## src/rtl/serial_add_ctrl.sv

```systemverilog
// Bit-serial adder controller: streams W operand bits LSB-first through an external 1-bit full adder.
// Latency: start sampled at edge 0, busy cycles 1..W, done pulse in cycle W+1.
// Backpressure: none; start is ignored while busy, clr aborts to IDLE from any state.
module serial_add_ctrl #(
    parameter int W = 8
) (
    input  logic         clk,
    input  logic         rst_n,
    input  logic         start,
    input  logic         clr,
    input  logic [W-1:0] A,
    input  logic [W-1:0] B,
    input  logic         Ci,
    output logic         bit_a,
    output logic         bit_b,
    output logic         bit_ci,
    input  logic         bit_s,
    input  logic         bit_co,
    output logic         busy,
    output logic         done,
    output logic [W-1:0] S,
    output logic         Co
);

    localparam int CW = $clog2(W);
    localparam logic [CW-1:0] LAST = CW'(W - 1);

    typedef enum logic [1:0] {
        ST_IDLE,
        ST_RUN,
        ST_DONE
    } state_t;

    state_t        state;
    logic [W-1:0]  a_sh;
    logic [W-1:0]  b_sh;
    logic [W-2:0]  r_sh;
    logic          carry;
    logic [CW-1:0] cnt;
    logic [W-1:0]  r_nxt;

    // Result register holds W-1 bits; the final sum bit arrives on the completing edge.
    assign r_nxt  = {bit_s, r_sh};

    assign bit_a  = (state == ST_RUN) & a_sh[0];
    assign bit_b  = (state == ST_RUN) & b_sh[0];
    assign bit_ci = (state == ST_RUN) & carry;

    always_ff @(posedge clk or negedge rst_n) begin
        if (!rst_n) begin
            state <= ST_IDLE;
            a_sh  <= '0;
            b_sh  <= '0;
            r_sh  <= '0;
            carry <= 1'b0;
            cnt   <= '0;
            busy  <= 1'b0;
            done  <= 1'b0;
            S     <= '0;
            Co    <= 1'b0;
        end else if (clr) begin
            state <= ST_IDLE;
            busy  <= 1'b0;
            done  <= 1'b0;
        end else begin
            case (state)
                ST_IDLE, ST_DONE: begin
                    done <= 1'b0;
                    if (start) begin
                        a_sh  <= A;
                        b_sh  <= B;
                        carry <= Ci;
                        cnt   <= '0;
                        busy  <= 1'b1;
                        state <= ST_RUN;
                    end else begin
                        state <= ST_IDLE;
                    end
                end
                ST_RUN: begin
                    a_sh  <= a_sh >> 1;
                    b_sh  <= b_sh >> 1;
                    carry <= bit_co;
                    r_sh  <= r_nxt[W-1:1];
                    if (cnt == LAST) begin
                        S     <= r_nxt;
                        Co    <= bit_co;
                        busy  <= 1'b0;
                        done  <= 1'b1;
                        state <= ST_DONE;
                    end else begin
                        cnt <= cnt + 1'b1;
                    end
                end
                default: begin
                    busy  <= 1'b0;
                    done  <= 1'b0;
                    state <= ST_IDLE;
                end
            endcase
        end
    end

endmodule

```

## config.mk

```make
export PLATFORM = sky130hd
export DESIGN_NAME = serial_add_ctrl
export DESIGN_NICKNAME = d
export VERILOG_FILES = /design/src/rtl/serial_add_ctrl.sv
export SDC_FILE = /design/constraint.sdc
export NUM_CORES = 1
export LEC_CHECK = 0
export ABC_AREA = 1
export BUFFER_PORTS_ARGS = -buffer_cell sky130_fd_sc_hd__buf_2
export CAP_MARGIN = 10
export CORE_UTILIZATION = 54
export CTS_CLUSTER_DIAMETER = 120
export CTS_CLUSTER_SIZE = 40
export DETAILED_ROUTE_END_ITERATION = 12
export PLACE_DENSITY = 0.74
export SETUP_SLACK_MARGIN = 0.1
export SLEW_MARGIN = 20
export SYNTH_ARGS = -nofsm -noshare
export SYNTH_HDL_FRONTEND = slang
export SYNTH_SLANG_ARGS = --single-unit
```

## constraint.sdc

```tcl
create_clock -name clk -period 1.7 [get_ports clk]
set_clock_uncertainty 0.2 [all_clocks]
set_input_delay 0.425 -clock clk [delete_from_list [all_inputs] [get_ports clk]]
set_output_delay 0.425 -clock clk [all_outputs]
set_load 0.05 [all_outputs]
```

=== After elaboration in Yosys (flattened, before gate mapping) ===
Cells that the tools add are included.

* $add $sub $neg: 1
* Equal/unequal tests: 7
* Multiplexer cells: 20
* Bitwise gates (word level): 4
* Reductions and logical operators: 8

{| class="wikitable"
|+ Operator list
! kind !! count
|-
| 8-bit one-hot mux with 2 select lines || 2
|-
| 8-bit 2-to-1 mux || 2
|-
| 1-bit 2-to-1 mux || 8
|-
| 3-bit 2-to-1 mux || 2
|-
| 3-bit one-hot mux with 2 select lines || 1
|-
| 3-bit AND reduction || 2
|-
| 2-bit 2-to-1 mux || 2
|-
| 2-bit != test (second input constant) || 2
|-
| 1-bit one-hot mux with 2 select lines || 2
|-
| 2-bit one-hot mux with 2 select lines || 1
|-
| 2-bit AND reduction || 2
|-
| 4-bit AND reduction || 1
|-
| 3-bit by 1-bit adder with 3-bit output (second input constant) || 1
|-
| 1-bit bitwise AND || 3
|-
| 3-bit equality test (second input constant) || 1
|-
| 3-bit by 2-bit != test with 1-bit output (second input constant) || 1
|-
| 3-bit != test (second input constant) || 1
|-
| 2-bit by 1-bit equality test with 1-bit output (second input constant) || 1
|-
| 2-bit equality test (second input constant) || 1
|-
| 2-bit logical NOT || 1
|-
| 2-bit nonzero test || 1
|-
| 2-bit OR reduction || 1
|-
| 1-bit inverter || 1
|}

* Bits in registers: 40
* Output and inout bits: 14
* Word-level logic and storage cells: 50

=== Depth between registers and ports, before layout ===
Gate-level depths: netlist of the first run.

* Word-level depth: 4
* Depth in mapped cells: 7
* Depth with buffers taken out: 7

=== Worst setup path after synthesis of the first run ===
Ideal clock, no wire load.

* Path kind: register to output
* Start point: reg, netlist name done
* End point: out bit_a
* Data arrival time: 1.691 ns
* Setup slack: -0.616 ns
* Stages on the path, launching flop included: 5
* Buffers on the path: 1
* Cell sequence: dfrtp_1 > inv_2 > nand2_4 > buf_2 > nor2_1

{| class="wikitable"
|+ RTL lines
! what !! RTL line !! text
|-
| end, declared || 14 || <nowiki>output logic bit_a,</nowiki>
|}

==> impl_metrics.tcl, run 1 <==
set metrics [dict create \
    status "finished with violations" \
    violations "setup timing" \
    gr-total-overflow 0 \
    synth_edf_count 0 \
    cts_num_sinks 39 \
    path_clk_slew_ns 0.11 \
    r2r_end "r_sh[4]" \
    ys_types 19 \
    netlist_instances 235 \
    syn_area_per_cell_um2 7.98 \
    core_um2 3340 \
    netlist_area_um2 1880 \
    vias 1677 \
    area_growth_pct 33.7 \
    min_path_type "in2reg" \
    yosysWarnings 0 \
    nets 318 \
    initial_core_util_pct 56.2 \
    finalSetupTns_ns -0.364 \
    hold_viol 0 \
    yosysMostFrequentCell "nand2_1" \
    drt-wirelength-per-cell_um 12.3 \
    power_w 0.00216 \
    hold_depth 3 \
    drt_iter0_markers 146 \
    globalplace.congestion 0.758 \
    drt-pass1-iter-count 4 \
    setup_violations 4 \
    antenna_found_initial 0 \
    clockRootBuffer "clkbuf_4" \
    crit_arrival_ns 1.20 \
    critPathLaunch "done" \
    power_leakage_nw 1.40 \
    syn_nets 260 \
    max_freq_mhz 548 \
    power_density_nw_per_um2 860 \
    crit_type "reg2out" \
    tritoncts "done" \
    required_ns 1.07 \
    htreeDepth 2 \
    cp-start-kind "register" \
    r2r_start "state[0]" \
    synth_common_cells "117 x nand2_1, 39 x dfrtp_1, 29 x nand3_1" \
    cts_inserted_buffers 5 \
    n_antenna_cell 0 \
    r2r_cells 5 \
    stdcell_count 340 \
    drive_gt1_share_pct 30.6 \
    cp_max_fo 6 \
    dieArea_um2 3710 \
    post-route-period-util_pct 107 \
    relSlewSlack_pct 74.1 \
    drt-vias-per-instance 4.93 \
    min_to "a_sh[7]" \
    rsz0062_at_grt "yes" \
    synth_top_area_share_pct 52.0 \
    worstMarginPinSlew_ns 0.388 \
    routed_wl_um 4180 \
    synthFlopType "dfrtp_1" \
    end_kind "primary output" \
    finalCriticalPeriod_ns 1.82 \
    peakVddDrop_v 0.000574 \
    die_w_um 60.9 \
    ant_nets 0 \
    r2r_slack_ns 0.12 \
    clockBufferDepth 2 \
    async_flop_share_pct 100 \
    die_y_um 60.9 \
    ioPinCount 37 \
    ys_seq_area_share_pct 52.0 \
    portBuffers 36 \
    final.setup.worst_slack_ns -0.124 \
    grt_max_degree 25 \
    num_rows 21 \
    max_cap_violations 0 \
    drc 0 \
    synthTopCellsByArea "dfrtp_1 52%, nand2_1 23%, nand3_1 7.7%, inv_1 2.2%, buf_6 1.8%" \
    hold_slack_ns 0.0746 \
    grt_use_total_pct 24.8 \
    grt_pass1_wl_um 6620 \
    hold_start "A[7]" \
    first_global_vias 1545 \
    dp_cells 318 \
    post-dp-hpwl_um 2610 \
    clk_latency_ns 0.35 \
    drv_slew 0 \
    pre_cts_slack_ns 0.0490 \
    yosys.area.top_type "dfrtp_1" \
    ys_seq_elements 39 \
]
[layer usage]
metal	wire length, um	vias to the layer above	track usage, %
li1	-	847	-
met1	1810	789	30.8
met2	2120	35	41.6
met3	196	6	7.68
met4	53	0	7.79
met5	0	-	0
[worst max-delay path, cell delays in order (launching register included)]
cell	delay, ns
dfrtp_2	0.44
inv_4	0.08
nand2_8	0.08
nor2_4	0.10
buf_8	0.15
[registers in the layout, summed over array words and instances (netlist names)]
| signal | count |
|---|---|
| b_sh | 8 |
| carry | 1 |
| a_sh | 8 |
| Co | 1 |
| busy | 1 |
| S | 8 |
| r_sh | 7 |
| state | 1 |
| cnt | 3 |
| done | 1 |
[worst max-delay path by stage]
stage	depth (start not counted)	slack [ns]	to
after global placement	4	0.07	bit_a
after CTS	4	-0.14	bit_a
after global routing	4	-0.19	bit_a
after floorplan	4	-0.09	bit_a
after detailed placement	4	0.05	bit_a
final	4	-0.12	bit_a
[kinds of logic after synthesis]
kind of cell	share of synthesized area, %
flip-flops	52.0
AO/OA/AOI/OAI	2.07
adder cells (fa/ha/maj)	1.33
buffers and inverters	6.67
AND/OR/NAND/NOR	37.9
[repair_timing]
item / 4_1_cts / 5_1_grt
endpoints found under the hold margin: 15 / 0
hold buffers: 1 / 0
pin swaps: 2 / 1
buffers inserted: 5 / 7
endpoints found under the setup margin: 21 / 33
gates cloned: 1 / 1
gates resized for setup: 25 / 16
[cells in the final DEF (no fill, tap or decap)]
master | synthesis | layout
inv_1 | 11 | 11
o21ai_2 | 1 | 1
bufbuf_16 | 0 | 1
buf_4 | 0 | 20
dlygate4sd3_1 | 0 | 1
nand2_1 | 117 | 116
o21ai_1 | 0 | 1
nand3_2 | 1 | 2
o21ai_0 | 6 | 5
dfrtp_2 | 0 | 2
nor2_8 | 1 | 1
nor2_2 | 1 | 1
nor2_4 | 0 | 4
ha_2 | 0 | 1
nand3_1 | 29 | 29
buf_8 | 1 | 3
nand2_8 | 0 | 2
buf_6 | 3 | 9
inv_2 | 3 | 2
inv_4 | 0 | 1
nand2_2 | 5 | 5
clkbuf_4 | 0 | 5
nand3_4 | 1 | 1
buf_12 | 0 | 3
clkinv_2 | 0 | 3
nor2_1 | 8 | 4
ha_4 | 0 | 1
buf_2 | 4 | 22
dfrtp_1 | 39 | 37
[report_power, final]
part,switching (W),internal [W],total [W]
sequential,0.0000915,0.00108,0.00117
clock,0.000302,0.000154,0.000456
combinational,0.000303,0.000229,0.000532
total,0.000697,0.00146,0.00216
[through the flow]
stage / util [%] / area, um2
after floorplan: - / 1910
after global placement: 64.6 / 2150
after detailed placement: 64.6 / 2150
after CTS: 71.3 / 2380
after global routing: 75.1 / 2510
final: 75.1 / 2510
[area by class of cell]
| cell class | instances | area [um2] |
|---|---|---|
| fill | 260 | 830 |
| inverter | 14 | 55.1 |
| timing repair buffer | 59 | 509 |
| tap | 46 | 57.6 |
| clock buffer | 5 | 37.5 |
| clock inverter | 3 | 15.0 |
| sequential | 39 | 978 |
| multi-input combinational | 174 | 855 |
Note: power is estimated with default switching activity, not from simulation.
==> run 2: changes to the inputs <==
--- a/config.mk
+++ b/config.mk
@@ -8,11 +8,11 @@
 export ABC_AREA = 1
 export BUFFER_PORTS_ARGS = -buffer_cell sky130_fd_sc_hd__buf_2
 export CAP_MARGIN = 10
-export CORE_UTILIZATION = 54
+export CORE_UTILIZATION = 47
 export CTS_CLUSTER_DIAMETER = 120
 export CTS_CLUSTER_SIZE = 40
 export DETAILED_ROUTE_END_ITERATION = 12
-export PLACE_DENSITY = 0.74
+export PLACE_DENSITY = 0.66
 export SETUP_SLACK_MARGIN = 0.1
 export SLEW_MARGIN = 20
 export SYNTH_ARGS = -nofsm -noshare
==> run 2 against run 1 <==
Utilization is 10 points lower. Final cell count is 1.8% lower. Critical path type unchanged. Fmax is 2.7% higher. Sequential share of layout area is 1.3 points higher. Flip-flop and latch count stayed put. Worst setup slack better by 0.048 ns. The flow still finishes with violations (setup timing).
==> impl_metrics.tcl, run 2 (synthesis results as in run 1) <==
set metrics [dict create \
    status "finished with violations" \
    violations "setup timing" \
    antenna_found_initial 0 \
    initial_core_util_pct 50.1 \
    max_stage_delay_ns 0.42 \
    stdcell_count 334 \
    min_to "a_sh[7]" \
    peakVddDrop_v 0.000789 \
    post-dp-hpwl_um 2630 \
    crit_family "flip-flops" \
    r2r_cells 7 \
    nets 310 \
    power_frac_clock_pct 32.7 \
    dp_cells 319 \
    drc 0 \
    pwr-share-comb_pct 19.9 \
    ant_nets 0 \
    r2r_end "r_sh[1]" \
    hold_slack_ns 0.137 \
    layout_commonest_cell "nand2_1" \
    vias 1627 \
    dieArea_um2 4250 \
    finalCriticalPeriod_ns 1.78 \
    end_kind "primary output" \
    n_antenna_cell 0 \
    cts_num_sinks 39 \
    r2r_start "done" \
    crit_arrival_ns 1.15 \
    p_int_w 0.00175 \
    path_cells "inv_4, nand2_8, nor2_4, buf_8" \
    clk_latency_ns 0.30 \
    core_um2 3740 \
    max_freq_mhz 563 \
    min_path_type "in2reg" \
    switching_share_pct 29.2 \
    grt_pass1_wl_um 6860 \
    clockBufferDepth 2 \
    ioPinCount 37 \
    area_growth_pct 29.2 \
    required_ns 1.07 \
    post-route-period-util_pct 104 \
    die_w_um 65.2 \
    fillers 346 \
    drt-pass1-iter-count 4 \
    largestRegisters "S (8), a_sh (8), b_sh (8)" \
    clockRootBuffer "clkbuf_8" \
    ff_latch_area_um2 978 \
    seqPwrFrac_pct 47.5 \
    drt_iter0_markers 106 \
    dpl_cell_area_um2 2150 \
    crit_buf_inv 2 \
    first_global_vias 1529 \
    routed_wl_um 3990 \
    hold_viol 0 \
    power_w 0.00247 \
    fin_area_um2 2420 \
    grt_use_total_pct 21.8 \
    final.setup.worst_slack_ns -0.0752 \
    grt_max_degree 40 \
    drive_gt1_share_pct 29.0 \
    cts_inserted_buffers 5 \
    tritoncts "done" \
    die_y_um 65.2 \
    power_leakage_nw 1.37 \
    portBuffers 36 \
    crit_type "reg2out" \
    num_rows 22 \
    max_cap_violations 0 \
    cp-start-kind "register" \
    worstMarginPinSlew_ns 0.257 \
    drt-vias-per-instance 4.87 \
    pre_cts_slack_ns 0.0709 \
    globalplace.congestion 0.751 \
    power_density_nw_per_um2 1020 \
    rsz0062_at_grt "yes" \
    hold_start "A[7]" \
    htreeDepth 2 \
    cp_max_fo 6 \
    hold_depth 3 \
    slowest_stage "dfrtp_2" \
    switching_power_w 0.000721 \
    drv_slew 0 \
    gr-total-overflow 0 \
    relSlewSlack_pct 83.0 \
    path_clk_slew_ns 0.08 \
    final_cell_mix "116 x nand2_1, 37 x dfrtp_1, 32 x buf_2" \
    drt-wirelength-per-cell_um 11.9 \
    multi_input_comb_area_um2 848 \
    setup_violations 3 \
    r2r_slack_ns 0.18 \
]
## run 2: cell count changes in the layout (fill, tap and decap cells not counted), moves of 2 or more
cell,delta
clkbuf_4,-5
clkinv_2,-2
clkbuf_8,+6
buf_4,-7
buf_2,+10
buf_6,-8
## run 2: worst max path at each step
stage / startpoint / to / slack, ns / cells after the start
2_1_floorplan: done / bit_a / -0.09 / 4
3_3_place_gp: cnt[0] / cnt[0] / 0.08 / 7
3_5_place_dp: state[0] / bit_a / 0.07 / 3
4_1_cts: done / bit_ci / -0.08 / 4
5_1_grt: done / bit_ci / -0.11 / 4
6_report: done / bit_ci / -0.08 / 4
## run 2: timing repair
item | CTS | global route
resized for setup | 15 | 7
hold buffers | 1 | 0
hold endpoints to repair | 39 | 0
setup buffers | 4 | 2
cloned | 0 | 0
pin swaps | 1 | 3
endpoints found under the setup margin | 9 | 16
## run 2: layout make-up
class / instances / share of cell area [%]
Clock buffer: 6 / 3.41
Clock inverter: 2 / 1.45
Inverter: 14 / 2.27
Multi-Input combinational cell: 173 / 35.0
Sequential cell: 39 / 40.4
Tap cell: 48 / 2.48
Timing Repair Buffer: 52 / 15.0
## run 2: per-stage QoR
stage	util (%)	setup TNS, ns
after CTS	63.1	-0.209
after global placement	57.4	0
final	64.7	-0.193
after global routing	64.7	-0.288
after detailed placement	57.4	0
after floorplan	-	-0.219
## run 2: power groups by stage
| stage | clock network (W) | logic [W] | registers (W) |
|---|---|---|---|
| after global placement | 0 | 0.000442 | 0.00118 |
| after floorplan | 0 | 0.000336 | 0.00117 |
| final | 0.000807 | 0.000492 | 0.00117 |
| after global routing | 0.000859 | 0.000567 | 0.00119 |
| after CTS | 0.000820 | 0.000478 | 0.00117 |
| after detailed placement | 0 | 0.000448 | 0.00119 |
## run 2: worst min-delay path: stages
cell,delay [ns]
buf_2,0.08
nand2_1,0.04
nand2_1,0.05
## run 2: per-layer routing
layer	up-vias	global-route usage, %	wire (um)	share of wire, %
met3	6	6.25	166	4.2
li1	827	-	-	-
met5	-	0	0	0
met1	766	27.6	1880	47
met4	0	9.78	64	1.6
met2	28	34.4	1880	47
